`src/rtl/trivium_top.sv`:
```
// rtl/trivium_top.sv - UART-attached Trivium stream cipher
//
// trivium_core: 288-bit Trivium state, one keystream step per cycle when
// step is high.
//   clk, rst_n    clock, async active-low reset (loads KEY/IV)
//   step          advance the state one step this cycle
//   z             keystream bit of the current state
//
// trivium_top: receives 8N1 bytes, XORs each with the next 8 keystream bits,
// and sends the result as 8N1. Encrypt and decrypt are the same operation.
//   clk           system clock
//   rst_n         async active-low reset
//   ena           global enable, 0 freezes every register
//   serial_in     bit 0 is the UART RX line, bits 7:1 ignored
//   serial_out    bit 0 is the UART TX line, bits 7:1 tied low

module trivium_core #(
  parameter logic [79:0] KEY = 80'h0123456789ABCDEF0123,
  parameter logic [79:0] IV  = 80'hFEDCBA9876543210FEDC
) (
  input  logic clk,
  input  logic rst_n,
  input  logic step,
  output logic z
);

  // s[i-1] holds Trivium state bit s_i.
  logic [287:0] s;
  logic         t1, t2, t3;
  logic         t1n, t2n, t3n;

  always_comb begin
    t1  = s[65] ^ s[92];
    t2  = s[161] ^ s[176];
    t3  = s[242] ^ s[287];
    t1n = t1 ^ (s[90] & s[91]) ^ s[170];
    t2n = t2 ^ (s[174] & s[175]) ^ s[263];
    t3n = t3 ^ (s[285] & s[286]) ^ s[68];
  end

  assign z = t1 ^ t2 ^ t3;

  always_ff @(posedge clk or negedge rst_n) begin
    if (!rst_n) begin
      s <= {3'b111, 112'b0, IV, 13'b0, KEY};
    end else if (step) begin
      // Each register shifts toward higher index; feedback enters at its head.
      s <= {s[286:177], t2n, s[175:93], t1n, s[91:0], t3n};
    end
  end

endmodule

module trivium_top #(
  parameter int          CLK_FREQ     = 100_000_000,
  parameter int          BAUD         = 9600,
  parameter int          CLKS_PER_BIT = CLK_FREQ / BAUD,
  parameter logic [79:0] KEY          = 80'h0123456789ABCDEF0123,
  parameter logic [79:0] IV           = 80'hFEDCBA9876543210FEDC
) (
  input  logic       clk,
  input  logic       rst_n,
  input  logic       ena,
  input  logic [7:0] serial_in,
  output logic [7:0] serial_out
);

  localparam int             CW        = $clog2(CLKS_PER_BIT + 1);
  localparam logic [CW-1:0]  BIT_LAST  = CW'(CLKS_PER_BIT - 1);
  localparam logic [CW-1:0]  HALF_LAST = CW'(CLKS_PER_BIT / 2 - 1);
  localparam logic [10:0]    INIT_LAST = 11'd1151;

  typedef enum logic [1:0] {RX_IDLE, RX_START, RX_DATA, RX_STOP} rx_state_t;

  logic unused_in;
  assign unused_in = ^serial_in[7:1];

  // RX
  rx_state_t     rx_state;
  logic          rx_meta, rx_sync, rx_prev;
  logic [CW-1:0] rx_cnt;
  logic [2:0]    rx_bit;
  logic [7:0]    rx_shift;
  logic          rx_valid;

  // Init / cipher / pending / TX
  logic [10:0]   init_cnt;
  logic          init_done;
  logic          rx_full;
  logic [7:0]    rx_hold;
  logic          ciph_busy;
  logic [2:0]    ciph_cnt;
  logic [7:0]    ciph_data;
  logic          pend_full;
  logic [7:0]    pend_data;
  logic          tx_busy;
  logic [CW-1:0] tx_cnt;
  logic [3:0]    tx_bit;
  logic [8:0]    tx_shift;
  logic          tx_line;

  logic          z, step;
  logic          ciph_start, ciph_done;
  logic [7:0]    ciph_res;
  logic          tx_end, tx_free, load_en;
  logic [7:0]    load_data;

  trivium_core #(.KEY(KEY), .IV(IV)) u_core (
    .clk   (clk),
    .rst_n (rst_n),
    .step  (step),
    .z     (z)
  );

  always_comb begin
    step       = ena && (!init_done || ciph_busy);
    ciph_start = init_done && rx_full && !ciph_busy;
    ciph_res   = ciph_data ^ ({7'b0, z} << ciph_cnt);
    ciph_done  = ciph_busy && (ciph_cnt == 3'd7);
    tx_end     = tx_busy && (tx_cnt == BIT_LAST) && (tx_bit == 4'd9);
    // TX can take a new byte when idle or in the last cycle of a stop bit,
    // which is what makes back-to-back frames gapless.
    tx_free    = !tx_busy || tx_end;
    load_en    = tx_free && (pend_full || ciph_done);
    load_data  = pend_full ? pend_data : ciph_res;
  end

  always_ff @(posedge clk or negedge rst_n) begin
    if (!rst_n) begin
      rx_state <= RX_IDLE;
      rx_meta  <= 1'b1;
      rx_sync  <= 1'b1;
      rx_prev  <= 1'b1;
      rx_cnt   <= '0;
      rx_bit   <= '0;
      rx_shift <= '0;
      rx_valid <= 1'b0;
    end else if (ena) begin
      rx_meta  <= serial_in[0];
      rx_sync  <= rx_meta;
      rx_prev  <= rx_sync;
      rx_valid <= 1'b0;
      case (rx_state)
        RX_IDLE: begin
          rx_cnt <= '0;
          if (rx_prev && !rx_sync) rx_state <= RX_START;
        end
        RX_START: begin
          if (rx_cnt == HALF_LAST) begin
            rx_cnt <= '0;
            rx_bit <= '0;
            rx_state <= rx_sync ? RX_IDLE : RX_DATA;
          end else begin
            rx_cnt <= rx_cnt + 1'b1;
          end
        end
        RX_DATA: begin
          if (rx_cnt == BIT_LAST) begin
            rx_cnt   <= '0;
            rx_shift <= {rx_sync, rx_shift[7:1]};
            if (rx_bit == 3'd7) rx_state <= RX_STOP;
            else                rx_bit   <= rx_bit + 1'b1;
          end else begin
            rx_cnt <= rx_cnt + 1'b1;
          end
        end
        RX_STOP: begin
          if (rx_cnt == BIT_LAST) begin
            rx_cnt   <= '0;
            rx_state <= RX_IDLE;
            // A low stop bit is a framing error: drop the byte silently.
            rx_valid <= rx_sync;
          end else begin
            rx_cnt <= rx_cnt + 1'b1;
          end
        end
        default: rx_state <= RX_IDLE;
      endcase
    end
  end

  always_ff @(posedge clk or negedge rst_n) begin
    if (!rst_n) begin
      init_cnt  <= '0;
      init_done <= 1'b0;
      rx_full   <= 1'b0;
      rx_hold   <= '0;
      ciph_busy <= 1'b0;
      ciph_cnt  <= '0;
      ciph_data <= '0;
      pend_full <= 1'b0;
      pend_data <= '0;
      tx_busy   <= 1'b0;
      tx_cnt    <= '0;
      tx_bit    <= '0;
      tx_shift  <= '0;
      tx_line   <= 1'b1;
    end else if (ena) begin
      if (!init_done) begin
        if (init_cnt == INIT_LAST) init_done <= 1'b1;
        else                       init_cnt  <= init_cnt + 1'b1;
      end

      // A received byte waits here until init is over and the cipher is free.
      if (ciph_start) rx_full <= 1'b0;
      if (rx_valid) begin
        rx_full <= 1'b1;
        rx_hold <= rx_shift;
      end

      if (ciph_start) begin
        ciph_busy <= 1'b1;
        ciph_cnt  <= '0;
        ciph_data <= rx_hold;
      end else if (ciph_busy) begin
        ciph_data <= ciph_res;
        ciph_cnt  <= ciph_cnt + 1'b1;
        if (ciph_done) ciph_busy <= 1'b0;
      end

      // Pending buffer: refilled from the cipher when it feeds TX, filled when
      // TX is busy, and a third byte is dropped (keystream already consumed).
      if (load_en && pend_full) begin
        pend_full <= ciph_done;
        pend_data <= ciph_res;
      end else if (ciph_done && !load_en && !pend_full) begin
        pend_full <= 1'b1;
        pend_data <= ciph_res;
      end

      if (load_en) begin
        tx_busy  <= 1'b1;
        tx_line  <= 1'b0;
        tx_shift <= {1'b1, load_data};
        tx_cnt   <= '0;
        tx_bit   <= '0;
      end else if (tx_end) begin
        tx_busy <= 1'b0;
        tx_line <= 1'b1;
      end else if (tx_busy) begin
        if (tx_cnt == BIT_LAST) begin
          tx_cnt   <= '0;
          tx_line  <= tx_shift[0];
          tx_shift <= {1'b1, tx_shift[8:1]};
          tx_bit   <= tx_bit + 1'b1;
        end else begin
          tx_cnt <= tx_cnt + 1'b1;
        end
      end
    end
  end

  assign serial_out = {7'b0, tx_line};

endmodule

```
`config.mk`:
```
export PLATFORM = sky130hd
export DESIGN_NAME = trivium_top
export DESIGN_NICKNAME = d
export VERILOG_FILES = /design/src/rtl/trivium_top.sv
export SDC_FILE = /design/constraint.sdc
export NUM_CORES = 1
export LEC_CHECK = 0
export CAP_MARGIN = 20
export CORE_MARGIN = 1
export CORE_UTILIZATION = 40
export DETAILED_ROUTE_END_ITERATION = 16
export PLACE_DENSITY = 0.55
export SYNTH_ARGS = -nofsm -noshare
export SYNTH_HDL_FRONTEND = slang
export SYNTH_SLANG_ARGS = --single-unit
export TNS_END_PERCENT = 100
```
`constraint.sdc`:
```
create_clock -name clk -period 5.6 [get_ports clk]
set_input_delay 0.56 -clock clk [delete_from_list [all_inputs] [get_ports clk]]
set_output_delay 0.56 -clock clk [all_outputs]
set_load 0.01 [all_outputs]
```
; Word-level counts from Yosys, hierarchy flattened
; Cells that the tools add are included.
[totals]
register_bits = 390
output_inout_bits = 8
wordCells = 157
inputBits = 11
[classes]
n_addsub = 6
bitwise = 17
shifts = 1
reduce_logical = 43
n_mux = 50
eq_ne = 17
[op_table]
columns = op, n
row1 = 2-to-1 mux 14 bit, 6
row2 = one-hot mux 14 bit (3 select lines), 1
row3 = 2-to-1 mux 8 bit, 5
row4 = 2-to-1 mux 9 bit, 4
row5 = "adder 14 x 1 -> 14 bit, second input constant", 2
row6 = "== test 14 bit, second input constant", 2
row7 = 2-to-1 mux 1 bit, 17
row8 = 2-to-1 mux 4 bit, 4
row9 = 2-to-1 mux 3 bit, 5
row10 = "== test 14 x 13 -> 1 bit, second input constant", 1
row11 = nonzero test 2 bit, 7
row12 = 2-to-1 mux 2 bit, 6
row13 = "!= test 2 bit, second input constant", 6
row14 = AND reduction 3 bit, 4
row15 = "adder 11 x 1 -> 11 bit, second input constant", 1
row16 = "== test 11 bit, second input constant", 1
row17 = logical AND 1 bit, 11
row18 = XOR 1 bit, 11
row19 = AND reduction 2 bit, 5
row20 = one-hot mux 2 bit (4 select lines), 1
row21 = << shifter 1 x 3 -> 8 bit, 1
row22 = XOR 8 bit, 1
row23 = "adder 3 x 1 -> 3 bit, second input constant", 2
row24 = "== test 3 bit, second input constant", 2
row25 = 16 further kinds, 28

; Depth between registers and ports, before layout
; Gate-level depths: netlist of run 1.
[logic_depth]
ltp_word = 10
mapped_depth = 7
ltp_nobuf = 7

; Cells and area by module
; Synthesis of run 1 repeated with hierarchy kept, for this count alone.
[unflattened]
cells_unflattened = 1151
hier_area_um2 = 16304.4
[by_module_without_submodules]
columns = mod, cells_per_inst, instances, seq_area_each_um2, area_each_um2
row1 = trivium_core, 619, 1, 7310.8, 10850.4
row2 = trivium_top, 532, 1, 2557.5, 5454.0

; Worst setup path after synthesis of run 1
; Ideal clock, no wire load.
[synth_path]
path_type = register -> register
start = reg ciph_cnt[0]
end = reg tx_cnt[3]
t_arrival_ns = 1.933
period_less_slack_ns = 2.016
path_slack_ns = 3.584
path_buffers = 0
setup_ns = 0.083
stages_incl_launch_ff = 8
required_time_ns = 5.517
cell_sequence = dfrtp_1 -> ha_1 -> ha_1 -> a21o_1 -> a21oi_1 -> a211oi_4 -> a2111o_1 -> o21ai_0
[synth_via]
elab_chain_len = 6
word_cells_on_any_way = 8
classes_between = eq/ne: 2 / mux: 1 / reduce/logical: 5
[synth_rtl]
columns = element, line_no
row1 = from (decl), 92  ; logic [2:0] ciph_cnt;
row2 = from (signal assigned), 217  ; ciph_cnt <= ciph_cnt + 1'b1;
row3 = == test 3 bit *, 119  ; ciph_done = ciph_busy && (ciph_cnt == 3'd7);
row4 = logical AND 1 bit *, 119
row5 = logical OR 1 bit *, 124  ; load_en = tx_free && (pend_full || ciph_done);
row6 = logical AND 1 bit *, 124
row7 = != test 2 x 1 -> 1 bit (no line) or nonzero test 2 bit (tied branches), n/a
row8 = AND reduction 3 bit (no line), n/a
row9 = to (signal assigned), 247  ; tx_cnt <= tx_cnt + 1'b1;
row10 = to (decl), 97  ; logic [CW-1:0] tx_cnt;
; Every way passes the cells marked *; elsewhere a longest branch is shown, timed or not.
; A chain may end at the register's enable or synchronous reset.

; Final worst setup path of run 1
[layout_path]
start = reg ciph_cnt[0]
end = reg tx_shift[7]
[layout_via]
elab_chain_len = 6
word_cells_on_any_way = 12
classes_between = eq/ne: 2 / shift: 1 / mux: 2 / bitwise: 1 / reduce/logical: 6
[layout_rtl]
columns = element, line_no
row1 = == test 3 bit, 119
row2 = logical AND 1 bit, 119
row3 = logical OR 1 bit, 124
row4 = logical AND 1 bit, 124
row5 = != test 2 x 1 -> 1 bit (no line) or nonzero test 2 bit (tied branches), n/a
row6 = AND reduction 4 bit (no line), n/a
row7 = to (signal assigned), 234  ; tx_shift <= {1'b1, load_data};
row8 = to (signal assigned), 244  ; tx_shift <= {1'b1, tx_shift[8:1]};
row9 = to (decl), 99  ; logic [8:0] tx_shift;
; Parallel ways exist; a longest one is shown, timed or not.

==> metrics.cfg, run 1 <==
[setup_path]
critPathCapture=tx_shift[7]
crit_slowest_cell=a211oi_4
reg2reg_from=ciph_cnt[0]
endpoint_kind=flip-flop
startpoint=ciph_cnt[0]
cp.arrival_ps=3460
reg2regPathDepth=7
cp_common_cell=ha_1
cp_max_fo=19
cp.required_ps=6050
cpPeakStageDelay_ps=830
cp-start-kind=flip-flop
critPathKind=reg2reg
reg2reg_to=tx_shift[7]
r2r_slack_ps=2590
cp_cell_sequence=ha_1 > ha_1 > a21o_1 > a21oi_1 > a211oi_4 > o22ai_1 > a211oi_1

[routing]
dr.pass1.iters=4
num_vias=8215
drt-vias-per-instance=4.95
drt_iter0_drc=349
drcViolationCount=0
wl_per_cell_um=14.0
ant_nets=0
wirelength_um=23200

[synthesis]
synth_area_leaders=dfrtp_1, mux2_2, dfstp_2
synth_top_area_share_pct=47.5
synthFlopType=dfrtp_1
yosys_warnings=0
yosys.area.top_type=dfrtp_1
syn_avg_cell_area_um2=14.5
ys_async_sr_fraction_pct=100
netlist_instances=1105
synth_edf_count=0
netlist_area_um2=16000
synth_cell_type_count=67
ys_seq_area_share_pct=61.8
synth-seq-cells=390

[placed_design]
placed_cells=1580
dp.final_hpwl_um=12800
gp_congestion=0.738
port_buffers=4

[floorplanning]
die_x_um=202
std_cell_rows=72
core_um2=39000
start_util_pct=41.0
io_pins=19
die_h_um=202
die_area_um2=40700

[pwr]
p_per_area_nw_per_um2=331
peakVddDrop_mv=0.249
p_leak_nw=8.50
power_mw=5.95

[cts]
clkSinkCount=390
cts.clk_slew.worst_paths_ps=60
post_cts_buffers=0
root_buffer=clkbuf_16
ctsHtreeMaxLevel=2
clock_latency_ps=550
clk_path_buf_depth=3
cts.repair.resized=0
cts_tree=yes
numCtsBuffers=43
hold_buffers=0

[grt]
grt_overflow=0
antenna_found_initial=0
grt_pass1_wl_um=41400
first_global_vias=8704
gr-usage-all-layers_pct=12.1
grt_max_degree=157

[timing]
min_period_over_period_pct=53.7
fmax_mhz=332
rsz0062_at_grt=false
final.setup.tns_ps=0
setup_viol=0
slew_viol_final=0
fin_crit_ps=3010
clock_skew_ps=13.9
hold-worst-slack_ps=49.1
tightest_slew_ps=899
maxSlewHeadroom_pct=39.9
hold_viol_final=0

[outcome]
status=finished clean

[finish]
nFillCells=3485
antenna_cells=0
layout-drive-gt1-share_pct=43.2
regArea_um2=9870
fin_util_pct=46.0
multi_input_area_um2=5770
area_growth_pct=12.4
fin_cells=1661
nNetsFinal=1128

[job]
drv_cap=0

[hold_path]
hold_class=in2async

[layout by cell type (no fill, tap or decap), types with 16 or more instances in the layout]
cell       synthesis  layout
mux2_2           308     308
dfrtp_1          303     303
dfstp_2           87      87
clkbuf_16          0      44
nor2_1            40      40
nand2_1           36      36
a21oi_1           24      24
xnor2_1           23      23
inv_1             19      19
o21ai_0           19      18
xor2_1            17      17
nand4_1           17      17
o22ai_1           16      16
[layout make-up]
type	count	area share, %
sequential	390	55.0
tap	518	3.61
inverter	19	0.397
clock buffer	62	6.95
timing repair buffer	11	0.892
clock inverter	18	1.06
multi-input combinational	643	32.1
[where the power goes]
part | switching, mW | internal, mW | total (mW)
clock network | 1.12 | 1.70 | 2.82
logic | 0.128 | 0.0718 | 0.199
registers | 0.0600 | 2.87 | 2.93
[synthesized netlist by cell type, types with 16 or more instances]
library cell / instances
a21oi_1: 24
nand2_1: 36
inv_1: 19
xor2_1: 17
nor2_1: 40
dfstp_2: 87
o21ai_0: 19
dfrtp_1: 303
o22ai_1: 16
buf_2: 35
nand4_1: 17
xnor2_1: 23
mux2_2: 308
[state kept, by name (all words and copies together) (netlist names), named ones only]
signal and count:
ciph_busy 1, ciph_cnt 3, ciph_data 8, init_cnt 11
init_done 1, pend_data 8, pend_full 1, rx_bit 3
rx_cnt 14, rx_full 1, rx_hold 8, rx_meta 1
rx_prev 1, rx_shift 8, rx_state 1, rx_sync 1
rx_valid 1, tx_bit 4, tx_busy 1, tx_cnt 14
tx_line 1, tx_shift 9, u_core.s 288
[worst max-delay path, delay by kind of cell (launching register included)]
| kind | cells | cell delay (ps) |
|---|---|---|
| AO/OA/AOI/OAI | 5 | 1760 |
| flip-flops | 1 | 620 |
| adder cells (fa/ha/maj) | 2 | 530 |
[logic make-up (layout without fill, tap and decap cells)]
family,after synthesis,count (layout),synth area share [%]
AO/OA/AOI/OAI,106,106,4.60
adder cells (fa/ha/maj),9,9,0.705
multiplexers,320,320,22.5
buffers and inverters,78,110,2.34
AND/OR/NAND/NOR,159,159,5.58
flip-flops,390,390,61.8
other,1,7,0.0235
XOR/XNOR,42,42,2.51
[per-layer routing]
layer,vias up,global-route usage (%),part of all wire (%),routed length (µm)
met1,4159,16.2,49,11400
met2,69,18.6,44,10300
met5,-,0,0,0
met3,54,2.42,3.1,717
met4,0,5.95,3.4,790
li1,3933,-,-,-
[per-stage QoR]
stage | instance area (µm²) | setup WS, ps
3_5_place_dp | 16500 | 2190
4_1_cts | 17900 | 2600
3_3_place_gp | 16500 | 2260
2_1_floorplan | 16000 | 3580
5_1_grt | 18000 | 2350
6_report | 18000 | 2590
[how the worst min path moves through the flow]
| stage | start | to | slack [ps] | depth (start not counted) |
|---|---|---|---|---|
| 3_3_place_gp | init_cnt[10] | init_cnt[10] | 450 | 1 |
| 2_1_floorplan | rst_n | async pin | 260 | 0 |
| 5_1_grt | rst_n | u_core.s[133] | 90 | 1 |
| 4_1_cts | rst_n | u_core.s[136] | 40 | 1 |
| 3_5_place_dp | init_cnt[6] | init_cnt[6] | 450 | 1 |
| 6_report | rst_n | u_core.s[136] | 50 | 1 |
Power figures use the tool's default switching activity.
==> run 2, diff against run 1 <==
--- a/config.mk
+++ b/config.mk
@@ -9,7 +9,7 @@
 export CORE_MARGIN = 1
 export CORE_UTILIZATION = 40
 export DETAILED_ROUTE_END_ITERATION = 16
-export PLACE_DENSITY = 0.55
+export PLACE_DENSITY = 0.57
 export SYNTH_ARGS = -nofsm -noshare
 export SYNTH_HDL_FRONTEND = slang
 export SYNTH_SLANG_ARGS = --single-unit
==> constraint.sdc (replaced) <==
create_clock -name clk -period 2.53 [get_ports clk]
set_input_delay 0.253 -clock clk [delete_from_list [all_inputs] [get_ports clk]]
set_output_delay 0.253 -clock clk [all_outputs]
set_load 0.01 [all_outputs]
==> run 2 against run 1 <==
  * Clock power grew 120%
  * Sequential share of layout area shrank 0.96 points
  * Non-clock buffer count grew 38
  * Largest power group unchanged
==> metrics.cfg, run 2 (same netlist as run 1, synthesis figures left out) <==
[cts]
numCtsBuffers=43
cts_tree=yes
clk_path_buf_depth=3
root_buffer=clkbuf_16
cts.clk_slew.worst_paths_ps=60
clock_latency_ps=560
ctsHtreeMaxLevel=2
clkSinkCount=390

[finish]
layout-drive-gt1-share_pct=44.7
layout_common_cells=mux2_2, dfrtp_1, dfstp_2
regMostFlops=u_core.s
fin_cells=1698
nNetsFinal=1166
largest_reg_flops=288
fin_util_pct=46.9
top_regs=u_core.s x288, rx_cnt x14, tx_cnt x14
final_common_cell=mux2_2
finish.instance_area_um2=18300
antenna_cells=0
area_growth_pct=14.4

[setup_path]
reg2reg_from=tx_cnt[0]
cp_cell_sequence=ha_1 > and3_2 > nand4_2 > a211oi_4 > o22ai_1 > a211oi_1
critPathBufInv=0
cpPeakStageDelay_ps=610
cp_max_fo=11
cp.arrival_ps=2760
cp-start-kind=flip-flop
cp_top_family=compound AO/OA/AOI/OAI gates
reg2regPathDepth=6
crit_slowest_cell=a211oi_4
critPathKind=reg2reg
r2r_slack_ps=230
cp.required_ps=2990
endpoint_kind=flip-flop
reg2reg_to=tx_shift[7]

[job]
drv_cap=0

[grt]
gr-usage-all-layers_pct=12.3
grt_pass1_wl_um=41900
antenna_found_initial=0
grt_max_degree=69
first_global_vias=8640
grt_overflow=0

[placed_design]
placed_cells=1618
placed_area_um2=16900
gp_congestion=0.755
port_buffers=4
dpl_worst_slack_ps=193
dp.final_hpwl_um=14400

[timing]
final.setup.tns_ps=0
fmax_mhz=435
tightest_slew_ps=510
rsz0062_at_grt=false
setup_viol=0
fin_crit_ps=2300
worst_slack_ps=231
hold-worst-slack_ps=228
maxSlewHeadroom_pct=65.9
slew_viol_final=0
hold_viol_final=0
min_period_over_period_pct=90.9
clock_skew_ps=15.2

[hold_path]
hold_class=in2async

[routing]
drt_iter0_drc=326
wl_per_cell_um=14.0
num_vias=8465
ant_nets=0
drt-vias-per-instance=4.99
drcViolationCount=0
wirelength_um=23800
dr.pass1.iters=4

[pwr]
power_mw=13.1
p_leak_nw=8.68
p_per_area_nw_per_um2=716
peakVddDrop_mv=0.486

[floorplanning]
die_x_um=202
std_cell_rows=72
die_area_um2=40700
core_um2=39000
io_pins=19
die_h_um=202
start_util_pct=41.0

[outcome]
status=finished clean

-- run 2: cell count changes in the layout (fill, tap and decap cells not counted) --
cell,change
buf_4,+32
buf_12,+5
clkbuf_8,-3
dlygate4sd3_1,+1
o21ai_2,-1
clkinv_2,-1
o21ai_4,+1
clkbuf_1,+3
clkinvlp_4,+2
inv_6,-1
clkinv_4,-1
-- run 2: area by class of cell --
cell class,count,area [µm²]
clock inverter,17,183
inverter,19,71.3
tap,518,648
sequential,390,9870
multi-input combinational,643,5780
clock buffer,62,1220
timing repair buffer,49,510
fill,3464,20700
-- run 2: timing repair --
| action | CTS | global route |
|---|---|---|
| endpoints found under the hold margin | 48 | 0 |
| endpoints found under the setup margin | 0 | 2 |
| hold buffers | 1 | 0 |
| gates resized for setup | 0 | 1 |
| buffers inserted | 0 | 0 |
-- run 2: power breakdown --
group          internal (mW)  switching (mW)
clock                   3.67            2.47
sequential              6.36           0.128
combinational          0.174           0.290
-- run 2: worst reg2reg max path, stage by stage (launching register included) --
cell and delay (ps):
dfrtp_1 400, ha_1 240, and3_2 240, nand4_2 340, a211oi_4 620, o22ai_1 140
a211oi_1 240
-- run 2: how the worst max path moves through the flow --
stage	start	cells after the start	slack [ps]	end
6_report	tx_cnt[0]	6	230	tx_shift[7]
5_1_grt	tx_cnt[0]	6	40	tx_shift[2]
4_1_cts	tx_cnt[0]	6	150	pend_data[2]
3_5_place_dp	tx_cnt[0]	6	190	pend_data[5]
3_3_place_gp	tx_cnt[0]	6	240	pend_data[4]
2_1_floorplan	ciph_cnt[0]	7	510	tx_cnt[3]
-- run 2: per-layer routing --
layer	global-route usage [%]	up-vias	wire length, µm
met5	0	-	0
met4	5.25	0	651
met3	2.56	51	744
met2	19.0	92	10800
met1	16.7	4311	11600
li1	-	4011	-
